### config.mk
export PLATFORM = sky130hd
export DESIGN_NAME = buffer_wr_ctrl
export DESIGN_NICKNAME = d
export VERILOG_FILES = /design/src/rtl/buffer_ctrl_pkg.sv /design/src/rtl/buffer_wr_ctrl.sv
export SDC_FILE = /design/constraint.sdc
export NUM_CORES = 1
export LEC_CHECK = 0
export CAP_MARGIN = 30
export CORE_MARGIN = 2
export CORE_UTILIZATION = 49
export CTS_CLUSTER_DIAMETER = 150
export DETAILED_ROUTE_END_ITERATION = 10
export GPL_TIMING_DRIVEN = 0
export HOLD_SLACK_MARGIN = 0.02
export PLACE_DENSITY = 0.9
export SLEW_MARGIN = 10
export SYNTH_ARGS = -nofsm -noshare
export SYNTH_HDL_FRONTEND = slang
export SYNTH_SLANG_ARGS = --single-unit
### constraint.sdc
create_clock -name clk -period 10.6 [get_ports clk]
set_input_delay 2.12 -clock clk [delete_from_list [all_inputs] [get_ports clk]]
set_output_delay 2.12 -clock clk [all_outputs]
set_load 0.03 [all_outputs]
### src/rtl/buffer_ctrl_pkg.sv
// Shared definitions for the buffer write controller: FSM states, word size,
// default geometry and the modulo-SIZE address helper.
package buffer_ctrl_pkg;

    typedef enum logic [1:0] {
        IDLE  = 2'd0,
        RUN   = 2'd1,
        FLUSH = 2'd2
    } state_t;

    localparam int WORD_BYTES   = 4;
    localparam int DEFAULT_SIZE = 64;
    localparam int DEFAULT_WIN  = 16;
    localparam int ADR_W        = 8;

    // SIZE is a power of two, so wrapping is a mask; the 9-bit sum keeps the carry out of 255.
    function automatic logic [ADR_W-1:0] wrap_adr(input logic [ADR_W:0] sum, input int size);
        logic [ADR_W:0] mask;
        mask = (ADR_W+1)'(size - 1);
        return ADR_W'(sum & mask);
    endfunction

endpackage

### src/rtl/buffer_wr_ctrl.sv
// Write-side controller for a circular byte buffer: accepts 32-bit words from a
// producer, writes them at a wrapping pointer and tracks occupancy against releases.
module buffer_wr_ctrl
    import buffer_ctrl_pkg::*;
#(
    parameter int SIZE = DEFAULT_SIZE,
    parameter int WIN  = DEFAULT_WIN
) (
    input  logic                  clk,
    input  logic                  rst_n,
    input  logic                  start,
    input  logic                  flush,
    input  logic                  in_valid,
    input  logic [31:0]           in_data,
    output logic                  in_ready,
    output logic                  wr_en,
    output logic [7:0]            wr_adr,
    output logic [31:0]           wr_data,
    input  logic                  rd_adv,
    input  logic [$clog2(SIZE):0] rd_cnt,
    output logic [7:0]            rd_base,
    output logic [$clog2(SIZE):0] count,
    output logic                  full,
    output logic                  win_ok,
    output logic                  err
);

    localparam int CW = $clog2(SIZE) + 1;
    localparam int MW = 10;

    if (SIZE < WORD_BYTES || SIZE > 256 || (SIZE % WORD_BYTES) != 0 || (SIZE & (SIZE - 1)) != 0) begin : g_size_check
        $error("buffer_wr_ctrl: SIZE must be a power of 2, a multiple of 4 and at most 256");
    end

    state_t          r_state;
    state_t          w_state_next;

    logic            r_wr_en;
    logic [31:0]     r_wr_data;
    logic [7:0]      r_wr_ptr;
    logic [7:0]      r_rd_base;
    logic [CW-1:0]   r_count;
    logic            r_err;

    logic            w_wr_fire;
    logic            w_accept;
    logic            w_in_ready;
    logic [MW-1:0]   w_room_used;
    logic [CW-1:0]   w_rd_eff;
    logic            w_rd_under;
    logic [MW-1:0]   w_count_sum;
    logic [7:0]      w_wr_ptr_inc;
    logic [7:0]      w_rd_base_inc;

    // ------------------------------------------------------------------
    // Control FSM
    // ------------------------------------------------------------------
    always_ff @(posedge clk) begin
        if (!rst_n) begin
            r_state <= IDLE;
        end else begin
            r_state <= w_state_next;
        end
    end

    always_comb begin
        w_state_next = r_state;
        case (r_state)
            IDLE: begin
                if (flush) begin
                    w_state_next = FLUSH;
                end else if (start) begin
                    w_state_next = RUN;
                end
            end
            RUN: begin
                if (flush) begin
                    w_state_next = FLUSH;
                end
            end
            FLUSH: begin
                w_state_next = IDLE;
            end
            default: begin
                w_state_next = IDLE;
            end
        endcase
    end

    // ------------------------------------------------------------------
    // Datapath combinational terms
    // ------------------------------------------------------------------
    // A write registered in the same cycle as a flush never reaches the buffer.
    assign w_wr_fire = r_wr_en && (r_state != FLUSH);

    // Room for one more word must account for the word already in flight.
    assign w_room_used = MW'(r_count)
                       + (w_wr_fire ? MW'(WORD_BYTES) : '0)
                       + MW'(WORD_BYTES);
    assign w_in_ready  = (r_state == RUN) && (w_room_used <= MW'(SIZE));
    assign w_accept    = in_valid && w_in_ready;

    // Releases are clamped to the bytes already resident; the in-flight write is not releasable.
    always_comb begin
        w_rd_eff   = '0;
        w_rd_under = 1'b0;
        if (rd_adv && (r_state != FLUSH)) begin
            if (rd_cnt > r_count) begin
                w_rd_eff   = r_count;
                w_rd_under = 1'b1;
            end else begin
                w_rd_eff   = rd_cnt;
            end
        end
    end

    assign w_count_sum   = MW'(r_count)
                         + (w_wr_fire ? MW'(WORD_BYTES) : '0)
                         - MW'(w_rd_eff);
    assign w_wr_ptr_inc  = wrap_adr(9'(r_wr_ptr) + 9'(WORD_BYTES), SIZE);
    assign w_rd_base_inc = wrap_adr(9'(r_rd_base) + 9'(w_rd_eff), SIZE);

    // ------------------------------------------------------------------
    // Write port register: one-cycle latency from accept to buffer write
    // ------------------------------------------------------------------
    always_ff @(posedge clk) begin
        if (!rst_n) begin
            r_wr_en   <= 1'b0;
            r_wr_data <= '0;
        end else begin
            r_wr_en <= w_accept;
            if (w_accept) begin
                r_wr_data <= in_data;
            end
        end
    end

    // ------------------------------------------------------------------
    // Pointers, occupancy and sticky underflow
    // ------------------------------------------------------------------
    always_ff @(posedge clk) begin
        if (!rst_n) begin
            r_wr_ptr  <= '0;
            r_rd_base <= '0;
            r_count   <= '0;
            r_err     <= 1'b0;
        end else if (r_state == FLUSH) begin
            r_wr_ptr  <= '0;
            r_rd_base <= '0;
            r_count   <= '0;
            r_err     <= 1'b0;
        end else begin
            if (w_wr_fire) begin
                r_wr_ptr <= w_wr_ptr_inc;
            end
            r_rd_base <= w_rd_base_inc;
            r_count   <= w_count_sum[CW-1:0];
            if (w_rd_under) begin
                r_err <= 1'b1;
            end
        end
    end

    // ------------------------------------------------------------------
    // Outputs
    // ------------------------------------------------------------------
    assign in_ready = w_in_ready;
    assign wr_en    = w_wr_fire;
    assign wr_adr   = r_wr_ptr;
    assign wr_data  = r_wr_data;
    assign rd_base  = r_rd_base;
    assign count    = r_count;
    assign full     = (r_count == CW'(SIZE));
    assign win_ok   = (MW'(r_count) >= MW'(WIN));
    assign err      = r_err;

    a_count_bound: assert property (@(posedge clk) disable iff (!rst_n)
        r_count <= CW'(SIZE));
    a_adr_aligned: assert property (@(posedge clk) disable iff (!rst_n)
        r_wr_ptr[1:0] == 2'b00);

endmodule

Word level (Yosys, flattened, before mapping) --
Index checks and enable logic that the tools add are counted.
Word-level totals: register bits 55, input port bits 45, output and inout bits 60, word-level logic and storage cells 38
Cells by class: $add $sub $neg 5, order comparisons 3, eq/ne operators 6, muxes and demuxes 9, bitwise logic cells 1, reduce and logical (&&, ||, !) cells 7
Operators with widths (number):
- 7-bit two-way mux | 2
- 10-bit by 7-bit less-or-equal comparator with 1-bit output (second input constant) | 1
- 8-bit by 3-bit adder with 9-bit output (second input constant) | 1
- 7-bit by 3-bit adder with 8-bit output | 1
- 7-bit == test (second input constant) | 1
- 7-bit by 5-bit greater-or-equal comparator with 1-bit output (second input constant) | 1
- 7-bit greater-than comparator | 1
- 7-bit subtractor | 1
- 6-bit by 3-bit adder with 6-bit output (second input constant) | 1
- 6-bit adder | 1
- 2-bit two-way mux | 3
- 1-bit logical AND | 4
- 2-bit != test (second input constant) | 2
- 2-bit one-hot mux with 2 select lines | 1
- 3-bit two-way mux | 1
- 3-bit != test (second input constant) | 1
- 2-bit by 1-bit == test with 1-bit output (second input constant) | 1
- 2-bit == test (second input constant) | 1
- 2-bit zero test | 1
- 1-bit two-way mux | 2
- 2-bit AND reduction | 1
- 2-bit OR reduction | 1
- 1-bit NOT | 1

Longest topological paths before layout --
Gate-level depths: netlist (run 1).
depth in word-level cells 8, mapped depth 17, gate-level depth less buffers 17

Worst setup path before layout (run 1) --
Ideal clock, no wire load.
path type input port to flip-flop, start point in rd_cnt[6], end point reg r_count[6], in the netlist count[6], library setup time 0.071 ns, arrival 5.101 ns, data required time 10.529 ns, path slack 5.428 ns, cell stages on the path 15, path buffers 0, cells stage by stage ha_1 -> a21oi_1 -> o21ai_0 -> o22ai_1 -> a21oi_1 -> nor2_1 -> ha_1 -> inv_1 -> fa_1 -> a211oi_1 -> o21bai_1 -> a21oi_1 -> xnor2_1 -> or3_1 -> a21oi_1
Between the ends: word-level cells in the longest chain between the ends 4
Ends and longest elaborated chain:
- start: declaration | line buffer_wr_ctrl.sv:20 | input logic [$clog2(SIZE):0] rd_cnt,
- 7-bit greater-than comparator | line buffer_wr_ctrl.sv:108 | if (rd_cnt > r_count) begin
- 7-bit two-way mux (*) | line buffer_wr_ctrl.sv:108
- 7-bit two-way mux (*) | line buffer_wr_ctrl.sv:107 | if (rd_adv && (r_state != FLUSH)) begin
- 7-bit subtractor (*) | line buffer_wr_ctrl.sv:119 | - MW'(w_rd_eff);
- end signal: assignment | line buffer_wr_ctrl.sv:157 | r_count <= w_count_sum[CW-1:0];
- end: declaration | line buffer_wr_ctrl.sv:42 | logic [CW-1:0] r_count;
Every way passes the cells marked *; elsewhere a longest branch is shown, timed or not. A chain may end at the register's enable or synchronous reset.

Final worst setup path (run 1) --
Ends and elaborated chain as after synthesis.

==> results of run 1 <==
==> cell families (layout without fill, tap and decap cells) <==
kind of cell | after synthesis | count (layout) | share of synthesized area (%)
DFF | 53 | 53 | 35.6
xor gates and xnor gates | 12 | 12 | 3.78
AOI/OAI and AO/OA | 64 | 64 | 15.7
adders and majority gates | 23 | 23 | 10.2
buffers and inverters | 40 | 145 | 7.56
and+or+nand+nor | 132 | 132 | 26.4
other | 1 | 6 | 0.126
muxes | 2 | 2 | 0.714
==> synthesized netlist by cell type, types with 5 or more instances <==
master    number  share of area, %
dfxtp_1       53                36
nand2_1       42               5.3
o21ai_2       32               9.4
nand3_2       29               9.7
ha_1          21               8.8
nor2_1        21               2.6
inv_1         17               2.1
a21oi_1       15               2.5
nand3_1        9               1.5
buf_6          7               2.6
clkbuf_1       7              0.88
nor3_1         7               1.2
xnor2_1        7               2.1
buf_4          6               1.5
and3_1         5               1.0
o21ai_0        5              0.84
==> sequential cells by signal (all words and copies together) (netlist names) <==
name     cells
wr_data     32
count        7
rd_base      6
wr_adr       4
r_state      2
err          1
r_wr_en      1
==> cells in the final DEF (no fill, tap or decap), types with 2 or more instances in the layout <==
master and n:
nand3_1 9, buf_6 7, conb_1 6, a211oi_1 3, ha_1 21, nand3_2 29
nand2b_1 3, xor2_1 4, o21ai_0 5, o21a_1 2, clkbuf_8 5, nor3_1 7
buf_4 6, xnor2_1 7, inv_1 17, dfxtp_1 53, nand2_1 42, buf_1 3
nand4_1 2, o21ai_2 32, a21oi_1 15, or2_2 4, clkbuf_1 8, and3_1 5
clkinv_2 2, nor2b_1 2, nor2_1 21, clkdlybuf4s50_1 97, fa_1 2
==> layout make-up <==
type | instances | area [µm²] | share of cell area, %
multi-input cells | 239 | 1710 | 41.3
flip-flops and latches | 53 | 1060 | 25.6
repair buffers | 97 | 971 | 23.4
well taps | 75 | 93.8 | 2.26
plain buffers | 23 | 161 | 3.89
clock inverters | 2 | 10.0 | 0.241
clock buffers | 6 | 72.6 | 1.75
inverters | 17 | 63.8 | 1.54
==> metal layers <==
metal,vias up,part of all wire [%]
met5,-,0
met2,56,50
li1,1329,-
met3,6,3.9
met4,0,1.0
met1,1195,45
==> worst max-delay path, cell delays in order <==
cell	delay (ns)
clkdlybuf4s50_1	0.44
ha_1	0.35
a21oi_1	0.15
o21ai_0	0.16
o22ai_1	0.59
a21oi_1	0.15
nor2_1	0.20
ha_1	0.21
inv_1	0.06
fa_1	0.42
a211oi_1	0.33
o21bai_1	0.13
a21oi_1	0.20
xnor2_1	0.09
or3_1	0.34
a21oi_1	0.13
==> worst paths after layout <==
path / endpoint / slack, ns / from / depth (start not counted)
worst max-delay path: count[6] / 4.74 / rd_cnt[6] / 16
worst min-delay path: wr_data[7] / 0.46 / wr_data[7] / 2
worst min register to register: wr_data[7] / 0.46 / wr_data[7] / 2
worst max register to register: count[6] / 6.43 / count[4] / 16
==> report_power, final <==
| group | internal [mW] | switching, mW |
|---|---|---|
| clock | 0.0460 | 0.0636 |
| sequential | 0.217 | 0.0188 |
| combinational | 0.131 | 0.164 |
==> summary.md, run 1 <==
| Metric | Value |
|---|---|
| Status | complete, no violations |
| P_leak | 1.65 nW |
| Clock-pin slew on the worst setup and hold paths | 0.09 ns |
| Average vias per placed instance | 5.05 |
| Layout area overhead | 39.1% |
| DPL Wire Length | 5.45 mm |
| TritonRoute pass-1 iters | 4 |
| Top Usage Layer GRT | met2 |
| DP Area | 0.00406 mm² |
| Clock Path Buffers | 2 |
| Total grt overflow | 0 |
| # rows | 28 |
| Min Tclk post-route | 5.86 ns |
| Post-Place Cells | 504 |
| Post-DRT Antenna Nets | 0 |
| VDD IR max | 0.0854 mV |
| Critical path fanouts, max | 10 |
| Port bufs | 97 |
| GRT met3 Usage | 2.97% |
| Die area | 0.00672 mm² |
| Slew Limit Fails | 0 |
| Flops & latches, synth | 53 |
| Final Hold Fails | 0 |
| Met2 usage | 38.9% |
| # hold bufs at CTS | 0 |
| Hold Slack | 0.458 ns |
| DR WL/cell | 13.4 µm |
| Vias in the first global route | 2530 |
| CTS buffer count | 5 |
| Residual DRC | 0 |
| CP Class | input pin to flip-flop |
| Synthesis Warnings | 0 |
| Largest net degree at the start of global routing | 16 |
| Share of cells above drive strength 1 | 20.1% |
| Vias after detailed routing | 2586 |
| Type of the tightest min-delay check | flip-flop to flip-flop |
| Gr usage total | 21.2% |
| Met1 usage | 26.1% |
| Design Area, Final | 0.00415 mm² |
| Global-route wire length before repair | 11.2 mm |
| Cell Pwr Density | 154 mW/mm² |
| Finished Core Util | 70.5% |
| Worst EP arrival | 6.09 ns |
| Fin worst setup slack | 4.74 ns |
| Initial Util | 50.6% |
| Syn avg cell area | 9.11 µm² |
| IO Count | 105 |
| Setup TNS | 0 ns |
| Max Cap Viol | 0 |
| Clock sink count | 53 |
| Slew HR | 53.1% |
| Crit end category | flip-flop |
| Detailed router's first-iteration violation count | 85 |
| Clk_lat worst skew | 0.30 ns |
| Clock Skew | 0.00979 ns |
| Cells after Synth | 327 |
| Synth unique cells | 44 |
| Core ar. | 0.00589 mm² |
| Worst-margin pin slew | 0.704 ns |
| Routed Wire Length | 6.85 mm |
| Final Total Pwr | 0.640 mW |
| Non-Filler Instances | 512 |
| EDFF count, synth | 0 |
| Final Net Count | 504 |
| Postcts setup bufs | 0 |
| Netlist Area Pre-Place | 0.00298 mm² |
| Tcrit/Tclk final | 55.3% |
| Final number of setup-violating endpoints | 0 |
| Post-CTS sizing | 0 |
| Placer Congestion | 0.805 |
| Unrepaired setup endpoints after global routing | no |
| Pre-CTS setup slack | 4.46 ns |
| Clock Tree Root | clkbuf_8 |
| Worst path required time | 10.82 ns |
| H-tree levels | 2 |
| Chip Width | 82.0 µm |
| Worst setup SP type | input pin |
| Fraction of registers with async set/reset | 0% |
| CTS tree | yes |
| Achievable Freq | 171 MHz |
| Antenna violations before repair | 0 |
| Die Y | 82.0 µm |
| Top FF cell, synth | dfxtp_1 |
| Fillers | 473 |
| Sequential fraction of the synthesis area | 35.6% |
| Diodes inserted | 0 |
Note: power is estimated with default switching activity, not from simulation.
==> run 2, diff against run 1 <==
Settings changed: CORE_UTILIZATION 49 to 45, PLACE_DENSITY 0.9 to 0.84.
Clock period 10.6 ns to 6.1 ns, I/O delays scaled along.
==> run 2 against run 1 <==
Against the previous run: count of clock-buffer cells in the layout is 1 higher; non-clock buffer count did not move; critical path type unchanged; register-to-register slack got worse by 4.4 ns; combinational power up 73%; via count fell by 1.6%; wire length is 3.3% lower.
==> summary.md, run 2 (synthesized netlist as in run 1, its figures left out) <==
| Metric | Value |
|---|---|
| Final Hold Fails | 0 (unchanged) |
| Vias after detailed routing | 2545 (-1.6%) |
| VDD IR max | 0.145 mV (+69%) |
| Die Y | 85.4 µm (+4.1%) |
| Diodes inserted | 0 (unchanged) |
| R2R Path End | count[6] |
| Fin worst setup slack | 1.23 ns (-3.50 ns) |
| Cell Pwr Density | 268 mW/mm² (+74%) |
| Residual DRC | 0 (unchanged) |
| Worst-margin pin slew | 0.683 ns (-0.0205 ns) |
| Finished Core Util | 65.0% (-5.4 points) |
| Clock sink count | 53 (unchanged) |
| # hold bufs at CTS | 0 (unchanged) |
| CP endpoint | count[6] |
| Layout area overhead | 39.3% |
| Post-CTS sizing | 0 (unchanged) |
| IO Count | 105 (unchanged) |
| Tcrit/Tclk final | 79.8% |
| Initial Util | 46.7% (-4.0 points) |
| Critical path fanouts, max | 10 (unchanged) |
| Share of cells above drive strength 1 | 20.0% (-0.18 points) |
| Global-route wire length before repair | 11.2 mm (+0.24%) |
| Chip Width | 85.4 µm (+4.1%) |
| Clock Path Buffers | 2 (unchanged) |
| Unrepaired setup endpoints after global routing | no |
| DPL Wire Length | 5.33 mm (-2.2%) |
| Final Net Count | 504 (unchanged) |
| Die area | 0.00729 mm² (+8.4%) |
| Reg2Reg Setup Slack | 2.04 ns (-4.39 ns) |
| Type of the tightest min-delay check | flip-flop to flip-flop |
| Average vias per placed instance | 4.96 (-1.8%) |
| DR WL/cell | 12.9 µm (-3.5%) |
| Gr usage total | 18.6% (-2.7 points) |
| Most common cell after layout, fill and taps aside | clkdlybuf4s50_1 |
| Clock-pin slew on the worst setup and hold paths | 0.09 ns (about the same) |
| CTS buffer count | 5 (unchanged) |
| Setup TNS | 0 ns (unchanged) |
| CTS tree | yes |
| Detailed router's first-iteration violation count | 66 (-22%) |
| Clk_lat worst skew | 0.29 ns (about the same) |
| Max Cap Viol | 0 (unchanged) |
| Final number of setup-violating endpoints | 0 (unchanged) |
| Routed Wire Length | 6.63 mm (-3.3%) |
| R2R cell count | 16 (unchanged) |
| CP Class | input pin to flip-flop |
| Total grt overflow | 0 (unchanged) |
| Crit end category | flip-flop |
| Worst setup SP type | input pin |
| Post-DRT Antenna Nets | 0 (unchanged) |
| Worst EP arrival | 5.08 ns (-1.01 ns) |
| # rows | 29 (+3.6%) |
| Min Tclk post-route | 4.87 ns |
| Reg2reg start | count[4] |
| Core ar. | 0.00639 mm² (+8.5%) |
| Worst path required time | 6.32 ns (-4.50 ns) |
| Min-Delay Path Depth | 2 (unchanged) |
| Vias in the first global route | 2489 (-1.6%) |
| Largest net degree at the start of global routing | 15 (-1) |
| Clock Tree Root | clkbuf_8 |
| Antenna violations before repair | 0 (unchanged) |
| Placer Congestion | 0.795 (-1.2%) |
| TritonRoute pass-1 iters | 4 (unchanged) |
| H-tree levels | 2 (unchanged) |
| Slew Limit Fails | 0 (unchanged) |
| Clock Skew | 0.00754 ns (-0.00225 ns) |
| Commonest cells after routing, fill and taps aside | 97 x clkdlybuf4s50_1, 53 x dfxtp_1, 42 x nand2_1, 32 x o21ai_2, 29 x nand3_2 |
| Largest register FFs | 32 (unchanged) |
| Achievable Freq | 206 MHz |
| P_leak | 1.65 nW (about the same) |
| Pre-CTS setup slack | 0.921 ns (-3.54 ns) |
| Port bufs | 97 (unchanged) |
| Postcts setup bufs | 0 (unchanged) |
| Crit path from | rd_cnt[4] |
| Slew HR | 54.5% (+1.4 points) |
| Status | complete, no violations |
[run 2: cell types whose count changed in the layout (fill, tap and decap cells not counted)]
cell and change:
clkbuf_8 +1, clkinv_2 -2
[run 2: metal layers]
| layer | share of wire [%] | up-vias | GRT usage [%] |
|---|---|---|---|
| met2 | 49 | 56 | 32.2 |
| met1 | 46 | 1160 | 24.5 |
| li1 | - | 1325 | - |
| met4 | 0.72 | 0 | 4.18 |
| met3 | 4.5 | 4 | 2.43 |
| met5 | 0 | - | 0 |
[run 2: critical path, stage by stage]
cell and delay [ns]:
clkdlybuf4s50_1 0.44, ha_1 0.32, a21oi_1 0.14, o21ai_0 0.13
o22ai_1 0.54, a21oi_1 0.14, nor2_1 0.20, ha_1 0.21
inv_1 0.06, fa_1 0.42, a211oi_1 0.35, o21bai_1 0.14
a21oi_1 0.20, xnor2_1 0.09, or3_1 0.35, a21oi_1 0.12
[run 2: layout make-up]
type	count	area, µm²
buffer	23	161
fill	564	2230
tap	77	96.3
sequential	53	1060
multi-input combinational	239	1710
clock buffer	7	86.3
timing repair buffer	97	971
inverter	17	63.8
[run 2: how the worst min path moves through the flow]
stage                      from     endpoint  slack [ns]
detailed placement   wr_data[4]   wr_data[4]        0.45
finish               wr_data[0]   wr_data[0]        0.46
CTS                  wr_data[0]   wr_data[0]        0.46
global route         wr_data[4]   wr_data[4]        0.47
floorplan            r_state[1]   r_state[0]        0.43
global placement    wr_data[14]  wr_data[14]        0.44
[run 2: stage by stage]
stage / hold slack, ns / std cells / cell area, µm² / power [mW]
3_3_place_gp: 0.443 / 506 / 4070 / 0.916
4_1_cts: 0.462 / 513 / 4150 / 1.12
3_5_place_dp: 0.447 / 506 / 4070 / 0.925
6_report: 0.458 / 513 / 4150 / 1.11
5_1_grt: 0.472 / 513 / 4150 / 1.19
2_1_floorplan: 0.427 / 332 / 3000 / 0.768
[run 2: power by group]
group	leakage [nW]	switching (mW)	internal [mW]	total, mW
Clock	0.0443	0.105	0.0904	0.196
Combinational	1.17	0.281	0.228	0.509
Sequential	0.430	0.0324	0.376	0.409
==> run 3, diff against run 2 <==
Clock period 6.1 ns to 4.8 ns, I/O delays scaled along.
==> run 3 against run 2 <==
Against the previous run: non-clock buffer count unchanged; global-route usage is the same; utilization is 0.098 points higher; highest routed layer unchanged; sequential power increased by 27%; power up 28%; hold slack hardly changed; clock skew is essentially flat; largest cell class unchanged; count of clock-buffer cells in the layout unchanged; via count is essentially flat; combinational power grew 28%.
==> summary.md, run 3 (synthesized netlist as in run 1, its figures left out) <==
| Metric | Value |
|---|---|
| CTS tree | yes |
| Worst setup SP type | input pin |
| Crit end category | flip-flop |
| Vias after detailed routing | 2543 (-0.079%) |
| R2R Path End | count[6] |
| Status | complete, no violations |
| TritonRoute pass-1 iters | 4 (unchanged) |
| Largest register FFs | 32 (unchanged) |
| Worst EP arrival | 4.70 ns (-0.38 ns) |
| Clk_lat worst skew | 0.29 ns (about the same) |
| Final number of setup-violating endpoints | 0 (unchanged) |
| Die Y | 85.4 µm (unchanged) |
| Final Net Count | 504 (unchanged) |
| Share of cells above drive strength 1 | 20.2% (+0.23 points) |
| CTS buffer count | 5 (unchanged) |
| Clock Skew | 0.00771 ns (+0.000167 ns) |
| Worst path required time | 5.02 ns (-1.30 ns) |
| Detailed router's first-iteration violation count | 73 (+11%) |
| Post-DRT Antenna Nets | 0 (unchanged) |
| Critical path fanouts, max | 10 (unchanged) |
| CP Class | input pin to flip-flop |
| Max Cap Viol | 0 (unchanged) |
| Gr usage total | 18.6% (unchanged) |
| DPL Wire Length | 5.33 mm (unchanged) |
| Hold Path Sink | wr_data[0] |
| Worst-margin pin slew | 0.683 ns (+0.0000489 ns) |
| Slew HR | 54.5% (about the same) |
| Layout area overhead | 39.5% |
| R2R cell count | 17 (+1) |
| Achievable Freq | 223 MHz |
| Non-Filler Instances | 513 (unchanged) |
| Placer Congestion | 0.795 (unchanged) |
| Core ar. | 0.00639 mm² (unchanged) |
| Die area | 0.00729 mm² (unchanged) |
| Min-Delay Path Depth | 2 (unchanged) |
| Postcts setup bufs | 0 (unchanged) |
| Start point of the worst min-delay path | wr_data[0] |
| Routed Wire Length | 6.66 mm (+0.57%) |
| IO Count | 105 (unchanged) |
| Clock Path Buffers | 2 (unchanged) |
| Vias in the first global route | 2489 (unchanged) |
| Final Total Pwr | 1.42 mW (+28%) |
| Global-route wire length before repair | 11.2 mm (unchanged) |
| Largest net degree at the start of global routing | 15 (unchanged) |
| Commonest cells after routing, fill and taps aside | 97 x clkdlybuf4s50_1, 53 x dfxtp_1, 42 x nand2_1, 32 x o21ai_2, 29 x nand3_2 |
| Reg2reg start | count[4] |
| H-tree levels | 2 (unchanged) |
| Fillers | 561 (-0.53%) |
| Initial Util | 46.7% (unchanged) |
| Post-CTS sizing | 0 (unchanged) |
| P_leak | 1.65 nW (+0.12%) |
| DR WL/cell | 13.0 µm (+0.57%) |
| Port bufs | 97 (unchanged) |
| Most common cell after layout, fill and taps aside | clkdlybuf4s50_1 |
| Unrepaired setup endpoints after global routing | no |
| Residual DRC | 0 (unchanged) |
| Clock Tree Root | clkbuf_8 |
| Total grt overflow | 0 (unchanged) |
| Type of the tightest min-delay check | flip-flop to flip-flop |
| Tcrit/Tclk final | 93.3% |
| Average vias per placed instance | 4.96 (about the same) |
| Post-Place Cells | 506 (unchanged) |
| Chip Width | 85.4 µm (unchanged) |
| Setup TNS | 0 ns (unchanged) |
| Cell Pwr Density | 341 mW/mm² (+27%) |
| # rows | 29 (unchanged) |
| Hold Slack | 0.458 ns (-0.00000400 ns) |
| Slew Limit Fails | 0 (unchanged) |
| Antenna violations before repair | 0 (unchanged) |
| VDD IR max | 0.184 mV (+27%) |
| Min Tclk post-route | 4.48 ns |
| Clock sink count | 53 (unchanged) |
| Final Hold Fails | 0 (unchanged) |
| # hold bufs at CTS | 0 (unchanged) |
| Reg2Reg Setup Slack | 0.86 ns (-1.18 ns) |
| Clock-pin slew on the worst setup and hold paths | 0.09 ns (about the same) |
| Diodes inserted | 0 (unchanged) |
==> run 3: changes by cell type in the layout (fill, tap and decap cells not counted) <==
| cell | change |
|---|---|
| o22ai_1 | -1 |
| o22ai_2 | +1 |
==> run 3: worst max-delay path: stages <==
cell             delay [ns]
clkdlybuf4s50_1        0.44
ha_1                   0.31
nand4_1                0.16
a21oi_1                0.30
o22ai_2                0.22
nor2_1                 0.13
a21oi_1                0.05
nor2_1                 0.19
ha_1                   0.21
inv_1                  0.06
fa_1                   0.42
a211oi_1               0.35
o21bai_1               0.14
a21oi_1                0.20
xnor2_1                0.09
or3_1                  0.35
a21oi_1                0.12
==> run 3: area by class of cell <==
type	instances	area (µm²)	area share, %
inverters	17	63.8	1.53
multi-input cells	239	1720	41.3
plain buffers	23	161	3.88
repair buffers	97	971	23.3
well taps	77	96.3	2.32
flip-flops and latches	53	1060	25.5
clock buffers	7	86.3	2.08
==> run 3: power breakdown <==
group	leakage [nW]	internal, mW	switching [mW]
combinational	1.18	0.292	0.360
sequential	0.430	0.478	0.0414
clock	0.0443	0.115	0.134
==> run 3: worst max-delay path by stage <==
stage	start	end	slack, ns	depth (start not counted)
2_1_floorplan	rd_cnt[6]	count[6]	0.79	15
3_3_place_gp	rd_cnt[6]	count[6]	-0.07	16
3_5_place_dp	rd_cnt[6]	count[6]	-0.12	16
4_1_cts	rd_cnt[6]	count[6]	0.18	16
5_1_grt	rd_cnt[4]	count[6]	0.06	17
6_report	rd_cnt[4]	count[6]	0.32	17
==> run 3: metal layers <==
layer / up-vias / GRT usage (%) / part of all wire (%)
met4: 0 / 4.18 / 0.92
met2: 53 / 32.2 / 49
met3: 4 / 2.43 / 4.0
li1: 1325 / - / -
met1: 1161 / 24.5 / 46
met5: - / 0 / 0
==> run 3: through the flow <==
stage          worst slack, ns  area (µm²)  util, %
2_1_floorplan            0.788        3000        -
3_3_place_gp           -0.0714        4070     63.7
5_1_grt                 0.0579        4160     65.1
3_5_place_dp            -0.119        4070     63.7
6_report                 0.323        4160     65.1
4_1_cts                  0.185        4150     65.0
